<file path="src/rtl/i2c_master_ctrl.sv">
// i2c_master_ctrl
//   Single-master I2C controller. Runs one complete transaction per Go:
//   START, {Addr, ReadOrWrite}, 0..2^BYTE_W-1 data bytes (write or read),
//   then STOP. SCL and the open-drain SDA enable are generated straight from
//   the system clock; every bit is four quarters of CLK_DIV clocks.
//
// Parameters
//   CLK_DIV  system clocks per SCL quarter-period (>= 2)
//   BYTE_W   width of NumBytes
//
// Ports
//   clock, Reset          system clock / async active-high reset
//   Go                    start request (sampled while Busy=0)
//   ReadOrWrite, Addr,
//   NumBytes              transaction descriptor, latched with Go
//   TxData / TxReq        next write byte / one-clock request for it
//   RxData / RxValid      last read byte / one-clock update strobe
//   Scl, SdaOut           line levels (1 = released)
//   SdaIn, SclIn          pin levels (SclIn only used with stretching)
//   Busy, Done, NackErr   status
//
// Build option
//   I2C_CLOCK_STRETCH_EN  hold the quarter counter at the start of Q2 while
//                         SclIn=0 (slave clock stretching).

module i2c_master_ctrl #(
  parameter int CLK_DIV = 250,
  parameter int BYTE_W  = 4
) (
  input  logic              clock,
  input  logic              Reset,
  input  logic              Go,
  input  logic              ReadOrWrite,
  input  logic [6:0]        Addr,
  input  logic [BYTE_W-1:0] NumBytes,
  input  logic [7:0]        TxData,
  output logic              TxReq,
  output logic [7:0]        RxData,
  output logic              RxValid,
  output logic              Scl,
  output logic              SdaOut,
  input  logic              SdaIn,
  input  logic              SclIn,
  output logic              Busy,
  output logic              Done,
  output logic              NackErr
);

  localparam int CW = $clog2(CLK_DIV + 1);

  typedef enum logic [3:0] {
    S_IDLE, S_START, S_ADDR_BITS, S_ADDR_ACK,
    S_WR_BITS, S_WR_ACK, S_RD_BITS, S_RD_ACK, S_STOP
  } state_t;

  state_t            state_q;
  logic [1:0]        q_q;      // quarter within the current bit
  logic [CW-1:0]     cnt_q;    // clocks left in the current quarter
  logic [2:0]        bit_q;
  logic [7:0]        sh_q;     // tx shift (MSB is on the line) / rx shift
  logic              rw_q;
  logic [BYTE_W-1:0] rem_q;    // data bytes still to transfer
  logic              nack_q;   // SDA level seen in the last ACK bit
  logic              scl_q, sda_q, busy_q, done_q, nackerr_q;
  logic              txreq_q, rxvalid_q;
  logic [7:0]        rxdata_q;
  logic              hold;

`ifdef I2C_CLOCK_STRETCH_EN
  assign hold = (state_q != S_IDLE) && (q_q == 2'd2) &&
                (cnt_q == CW'(CLK_DIV - 1)) && !SclIn;
`else
  logic unused_sclin;
  assign unused_sclin = SclIn;
  assign hold = 1'b0;
`endif

  always_ff @(posedge clock or posedge Reset) begin
    if (Reset) begin
      state_q   <= S_IDLE;
      q_q       <= 2'd0;
      cnt_q     <= '0;
      bit_q     <= 3'd0;
      sh_q      <= 8'h00;
      rw_q      <= 1'b0;
      rem_q     <= '0;
      nack_q    <= 1'b0;
      scl_q     <= 1'b1;
      sda_q     <= 1'b1;
      busy_q    <= 1'b0;
      done_q    <= 1'b0;
      nackerr_q <= 1'b0;
      txreq_q   <= 1'b0;
      rxvalid_q <= 1'b0;
      rxdata_q  <= 8'h00;
    end else begin
      txreq_q   <= 1'b0;
      rxvalid_q <= 1'b0;
      done_q    <= 1'b0;
      if (state_q == S_IDLE) begin
        if (Go) begin
          state_q   <= S_START;
          busy_q    <= 1'b1;
          nackerr_q <= 1'b0;
          rw_q      <= ReadOrWrite;
          rem_q     <= NumBytes;
          sh_q      <= {Addr, ReadOrWrite};
          q_q       <= 2'd0;
          bit_q     <= 3'd0;
          // One extra clock in Start Q0 accounts for the accept cycle; the
          // lines are idle-high there so it is invisible on the bus.
          cnt_q     <= CW'(CLK_DIV);
        end
      end else if (!hold) begin
        // Next write byte is requested in the last clock of an ACKed ACK bit
        // that will be followed by another write byte.
        if (q_q == 2'd3 && cnt_q == CW'(1) && !nack_q &&
            ((state_q == S_ADDR_ACK && !rw_q && rem_q != '0) ||
             (state_q == S_WR_ACK && rem_q > BYTE_W'(1))))
          txreq_q <= 1'b1;

        if (cnt_q != '0) begin
          cnt_q <= cnt_q - CW'(1);
        end else begin
          cnt_q <= CW'(CLK_DIV - 1);
          if (q_q != 2'd3) begin
            q_q   <= q_q + 2'd1;
            scl_q <= (state_q == S_START) || (q_q != 2'd0);
            if (state_q == S_START) sda_q <= (q_q == 2'd0);
            if (state_q == S_STOP)  sda_q <= (q_q == 2'd2);
            // End of Q2: slave-driven SDA is stable under SCL high.
            if (q_q == 2'd2) begin
              if (state_q == S_ADDR_ACK || state_q == S_WR_ACK) nack_q <= SdaIn;
              if (state_q == S_RD_BITS) sh_q <= {sh_q[6:0], SdaIn};
            end
          end else begin
            q_q   <= 2'd0;
            scl_q <= 1'b0;
            unique case (state_q)
              S_START: begin
                state_q <= S_ADDR_BITS;
                bit_q   <= 3'd0;
                sda_q   <= sh_q[7];
              end
              S_ADDR_BITS, S_WR_BITS: begin
                if (bit_q == 3'd7) begin
                  state_q <= (state_q == S_ADDR_BITS) ? S_ADDR_ACK : S_WR_ACK;
                  sda_q   <= 1'b1;
                end else begin
                  bit_q <= bit_q + 3'd1;
                  sh_q  <= {sh_q[6:0], 1'b0};
                  sda_q <= sh_q[6];
                end
              end
              S_ADDR_ACK: begin
                bit_q <= 3'd0;
                if (nack_q || rem_q == '0) begin
                  nackerr_q <= nack_q;
                  state_q   <= S_STOP;
                  sda_q     <= 1'b0;
                end else if (rw_q) begin
                  state_q <= S_RD_BITS;
                  sda_q   <= 1'b1;
                end else begin
                  state_q <= S_WR_BITS;
                  sh_q    <= TxData;
                  sda_q   <= TxData[7];
                end
              end
              S_WR_ACK: begin
                rem_q <= rem_q - BYTE_W'(1);
                bit_q <= 3'd0;
                if (nack_q || rem_q == BYTE_W'(1)) begin
                  nackerr_q <= nack_q;
                  state_q   <= S_STOP;
                  sda_q     <= 1'b0;
                end else begin
                  state_q <= S_WR_BITS;
                  sh_q    <= TxData;
                  sda_q   <= TxData[7];
                end
              end
              S_RD_BITS: begin
                if (bit_q == 3'd7) begin
                  state_q   <= S_RD_ACK;
                  rxdata_q  <= sh_q;
                  rxvalid_q <= 1'b1;
                  // ACK every byte but the last, which is NACKed.
                  sda_q     <= (rem_q == BYTE_W'(1));
                end else begin
                  bit_q <= bit_q + 3'd1;
                end
              end
              S_RD_ACK: begin
                rem_q <= rem_q - BYTE_W'(1);
                bit_q <= 3'd0;
                if (rem_q == BYTE_W'(1)) begin
                  state_q <= S_STOP;
                  sda_q   <= 1'b0;
                end else begin
                  state_q <= S_RD_BITS;
                  sda_q   <= 1'b1;
                end
              end
              S_STOP: begin
                state_q <= S_IDLE;
                scl_q   <= 1'b1;
                sda_q   <= 1'b1;
                busy_q  <= 1'b0;
                done_q  <= 1'b1;
              end
              default: state_q <= S_IDLE;
            endcase
          end
        end
      end
    end
  end

  assign Scl     = scl_q;
  assign SdaOut  = sda_q;
  assign Busy    = busy_q;
  assign Done    = done_q;
  assign NackErr = nackerr_q;
  assign TxReq   = txreq_q;
  assign RxValid = rxvalid_q;
  assign RxData  = rxdata_q;

endmodule

</file>
<file path="config.mk">
export PLATFORM = sky130hd
export DESIGN_NAME = i2c_master_ctrl
export DESIGN_NICKNAME = d
export VERILOG_FILES = /design/src/rtl/i2c_master_ctrl.sv
export SDC_FILE = /design/constraint.sdc
export NUM_CORES = 1
export LEC_CHECK = 0
export ABC_AREA = 0
export CAP_MARGIN = 20
export CORE_AREA = 4 4 80 82
export CTS_CLUSTER_SIZE = 25
export DETAILED_ROUTE_END_ITERATION = 16
export DIE_AREA = 0 0 84 86
export GPL_TIMING_DRIVEN = 1
export PLACE_DENSITY = 0.75
export SETUP_SLACK_MARGIN = 0.1
export SYNTH_ARGS = -nofsm -noshare
export SYNTH_HDL_FRONTEND = slang
export SYNTH_SLANG_ARGS = --single-unit
</file>
<file path="constraint.sdc">
create_clock -name clock -period 5.85 [get_ports clock]
set_input_delay 1.17 -clock clock [delete_from_list [all_inputs] [get_ports clock]]
set_output_delay 1.17 -clock clock [all_outputs]
set_load 0.02 [all_outputs]
</file>
**After elaboration in Yosys (flattened, before gate mapping)**

Index checks and enable logic that the tools add are counted.

- Bits in registers: 46
- Input port bits: 25
- Output and inout port bits: 15
- Word-level logic and storage cells: 170

- Add/subtract/negate cells: 4
- Magnitude comparators: 1
- Eq/ne operators: 30
- Muxes and demuxes: 75
- Bitwise operators: 3
- Reduce and logical (&&, ||, !) cells: 41

Operator list:

| operator | count |
|---|---|
| $mux W8 | 13 |
| $mux W4 | 14 |
| $mux W1 | 32 |
| $reduce_and A5 Y1 | 5 |
| $pmux W4 S6 | 1 |
| $pmux W8 S3 | 1 |
| $mux W3 | 6 |
| $ne A3 B2 Y1 const B | 6 |
| $eq A4 B3 Y1 const B | 4 |
| $ne A4 B4 Y1 const B | 3 |
| $mux W2 | 5 |
| $reduce_and A9 Y1 | 1 |
| $eq A4 B1 Y1 const B | 2 |
| $eq A4 B2 Y1 const B | 2 |
| $eq A8 B1 Y1 const B | 1 |
| $logic_not A4 Y1 | 2 |
| $ne A2 B2 Y1 const B | 4 |
| $reduce_and A4 Y1 | 2 |
| $reduce_bool A8 Y1 | 1 |
| $sub A8 B1 Y8 const B | 1 |
| $pmux W1 S7 | 1 |
| $reduce_bool A7 Y1 | 1 |
| $logic_and A1 B1 Y1 | 6 |
| $ne A3 B3 Y1 const B | 2 |
| other kinds (24) | 38 |

**Logic depth before layout (Yosys ltp)**

- Depth in word-level cells: 7
- Gate-level depth with buffers: 8
- Gate-level depth less buffers: 7

**Worst setup path after synthesis**

Ideal clock, no wire load.

- Path kind: input-to-reg
- Start point: in Go
- End point: reg sh_q[0]
- Library setup time: 0.125 ns
- Data arrival time: 2.100 ns
- Required time: 5.725 ns
- Slack: 3.625 ns
- Stages: 4
- Buffers on the path: 0
- Path through: and2_1 > a21oi_4 > a211oi_4 > mux2_2

- Longest elaborated chain between the ends: 2

Ends and longest elaborated chain:

| item | RTL line | text |
|---|---|---|
| start: declaration | 32 | `input logic Go,` |
| $ne A2 B2 Y1 (no source line) | -- |  |
| $reduce_and A9 Y1 (no source line) | -- |  |
| end signal: assignment | 107 | `sh_q <= {Addr, ReadOrWrite};` |
| end signal: assignment | 134 | `if (state_q == S_RD_BITS) sh_q <= {sh_q[6:0], SdaIn};` |
| end signal: assignment | 151 | `sh_q <= {sh_q[6:0], 1'b0};` |
| end: declaration | 60 | `logic [7:0] sh_q;` |

No other way between the ends.
A chain may end at the register's enable or synchronous reset.

**Worst setup path in the final report**

- Start point: in Go
- End point: reg sh_q[1]

Same word-level chain as after synthesis.

==> flow_metrics.tcl <==
set metrics [dict create \
    fin_skew_ns 0.0104 \
    synth_top_family_by_area "simple AND/OR/NAND/NOR gates" \
    cts_root_buf "clkbuf_8" \
    die_x_um 84 \
    drc_errors 0 \
    crit_path_end_kind "flop" \
    die_h_um 86 \
    synth_area_leaders "dfrtp_1 39%, nand2_1 7.1%, ha_1 5.4%" \
    grt_use_total_pct 18.1 \
    io_buffer_count 38 \
    crit_type "input port to flop" \
    synth_edf_count 0 \
    synthSimpleGateAreaFrac_pct 20.7 \
    slew_viol_final 0 \
    fin_util_pct 58.3 \
    wl_met3_um 373 \
    die-area_sq_um 7220 \
    yosysTopAreaCellShare_pct 39.3 \
    netlist_instances 298 \
    cpMaxStageDelayCell "clkdlybuf4s50_1" \
    synth-seq-area-share_pct 41.1 \
    clk_latency_ns 0.30 \
    synthAdderAreaFrac_pct 5.35 \
    cp.depth 5 \
    crit_buf_inv 1 \
    stdcell_count 407 \
    powerDensity_nw_per_um2 399 \
    tritoncts "yes" \
    crit_chain "clkdlybuf4s50_1 > and2_1 > a21oi_4 > a211oi_4 > mux2_2" \
    drt_iter0_markers 191 \
    clockBufferDepth 2 \
    critPathTopFamily "buffers and inverters" \
    tightest_slew_ns 0.666 \
    fin_crit_ns 2.69 \
    cts_buffers 5 \
    ir_drop_uv 210 \
    p_leak_nw 1.36 \
    drtAntennaViolNets 0 \
    detail_route.vias_per_cell 5.65 \
    fillers 505 \
    dr.pass1.iters 4 \
    dpl_worst_slack_ns 2.85 \
    synth.distinct_cells 61 \
    reg2regPathDepth 5 \
    synthFlopType "dfrtp_1" \
    hold_viol 0 \
    holdPathStages 2 \
    cts_sinks 46 \
    fmax_ghz 0.372 \
    vias 2301 \
    cts-resized-gates 0 \
    yosysWarnings 0 \
    finalSetupTns_ns 0 \
    avgSynthCellArea_sq_um 9.41 \
    crit_arrival_ns 2.87 \
    gp_congestion 0.901 \
    setup_viol 0 \
    maxSlewHeadroom_pct 55.5 \
    whs_ns 0.469 \
    run_status "complete, no violations" \
    grt_pass1_wl_mm 10.7 \
    antenna_found_initial 0 \
    n_antenna_cell 0 \
    grt_setup_unrepaired "false" \
    yosysTopAreaCell "dfrtp_1" \
    grt-ovfl-total 0 \
    synthesis.area_sq_um 2810 \
    post_cts_buffers 0 \
    yosys.area_share.xor_xnor_pct 0.937 \
    synth_nets 335 \
    io_pins 40 \
    grt_max_degree 47 \
    htreeDepth 2 \
    cts_hold_buf 0 \
    wl_per_cell_um 15.7 \
    synthArstFlopShare_pct 100 \
    fp-row-count 28 \
    grt_pass1_vias 2284 \
    coreArea_sq_um 5750 \
    max_stage_delay_ns 0.54 \
    mostFrequentLayoutCell "nand2_1" \
    cp.required_ns 6.03 \
    fin_crit_sh_pct 46.0 \
    routed.top_layer "met4" \
    synth_mux_area_share_pct 8.43 \
    routed_wl_mm 6.37 \
    wl_met1_mm 2.85 \
    synth-compound-area-share_pct 18.7 \
    setup_ws_ns 3.16 \
    initial_core_util_pct 48.8 \
    fin_nets 368 \
    cts.clk_slew.worst_paths_ns 0.08 \
    cap_violations 0 \
    hpwlAfterDp_mm 4.54 \
    hp-class "flop to flop" \
    wl_met2_mm 3.09 \
    startpoint_type "input port" \
    drive_above_1_share_pct 13.3 \
    worst-path-max-fanout 8 \
    most-common-layout-cells "53 x nand2_1, 44 x dfrtp_1, 38 x clkdlybuf4s50_1" \
    yosys_register_bits 46 \
    area_growth_pct 19.5 \
    place_inst 398 \
]
[worst reg2reg max path, delay by kind of cell, from the launching register on]
family             cells  cell delay, ns
DFF                    1            0.62
and+or+nand+nor        1            0.59
muxes                  2            0.69
AOI/OAI and AO/OA      2            0.56
[worst paths after layout]
check / start / to / slack, ns
max in group asynchronous: Reset / SdaOut$_DFFE_PP1P_ / 4.27
min reg2reg: RxData[4]$_DFFE_PP0P_ / RxData[4]$_DFFE_PP0P_ / 0.47
max: Go / sh_q[1]$_DFFE_PP0P_ / 3.16
min in group asynchronous: Reset / cnt_q[5]$_DFFE_PP0P_ / 1.07
min: RxData[4]$_DFFE_PP0P_ / RxData[4]$_DFFE_PP0P_ / 0.47
max reg2reg: state_q[0]$_DFFE_PP0P_ / SdaOut$_DFFE_PP1P_ / 3.33
[metrics by stage]
stage               cell area, sq um  total power, mW
floorplan                       2810            0.957
detailed placement              3220             1.09
global placement                3220             1.06
global route                    3350             1.43
CTS                             3330             1.34
finish                          3350             1.34
[sequential cells by signal, indices dropped and copies added, names as in the netlist]
signal and cells:
Busy 1, Done 1, NackErr 1, RxData 8
RxValid 1, Scl 1, SdaOut 1, TxReq 1
bit_q 3, cnt_q 8, nack_q 1, q_q 2
rem_q 4, rw_q 1, sh_q 8, state_q 4
[power breakdown]
part	internal, mW	switching [mW]	total [mW]	leakage (nW)
Combinational	0.236	0.322	0.559	0.731
Sequential	0.405	0.131	0.536	0.569
Clock	0.139	0.105	0.244	0.0585
Total	0.781	0.558	1.34	1.36
[cells in the mapped netlist, types with 3 or more instances]
cell	instances
nand2_1	53
dfrtp_1	44
o21ai_0	24
inv_1	15
mux2_2	13
a21oi_1	12
ha_1	12
nor2_1	12
mux2i_1	9
nor3_1	8
clkbuf_1	6
nand3_1	6
nand2b_1	5
a31oi_1	4
buf_4	4
o22ai_1	4
and3_1	3
o211ai_1	3
or2_2	3
or4_1	3
[cell type report]
cell class | instances | area (sq um) | area share [%]
multi-input cells | 223 | 1520 | 45.5
flip-flops and latches | 46 | 1150 | 34.4
repair buffers | 40 | 408 | 12.2
well taps | 75 | 93.8 | 2.80
clock buffers | 7 | 86.3 | 2.58
inverters | 15 | 56.3 | 1.68
clock inverters | 1 | 30.0 | 0.896
[cell families after synthesis]
kind of cell | count (synthesis)
AO/OA/AOI/OAI | 72
XOR/XNOR | 3
flip-flops | 46
buffers and inverters | 29
adder cells (fa/ha/maj) | 12
multiplexers | 22
AND/OR/NAND/NOR | 114
[layer usage]
layer	up-vias	track usage, %
met5	-	0
met4	0	4.39
met3	7	3.46
met2	65	30.2
met1	1096	24.3
li1	1133	-
No activity file was read; power rests on OpenSTA's default activity.
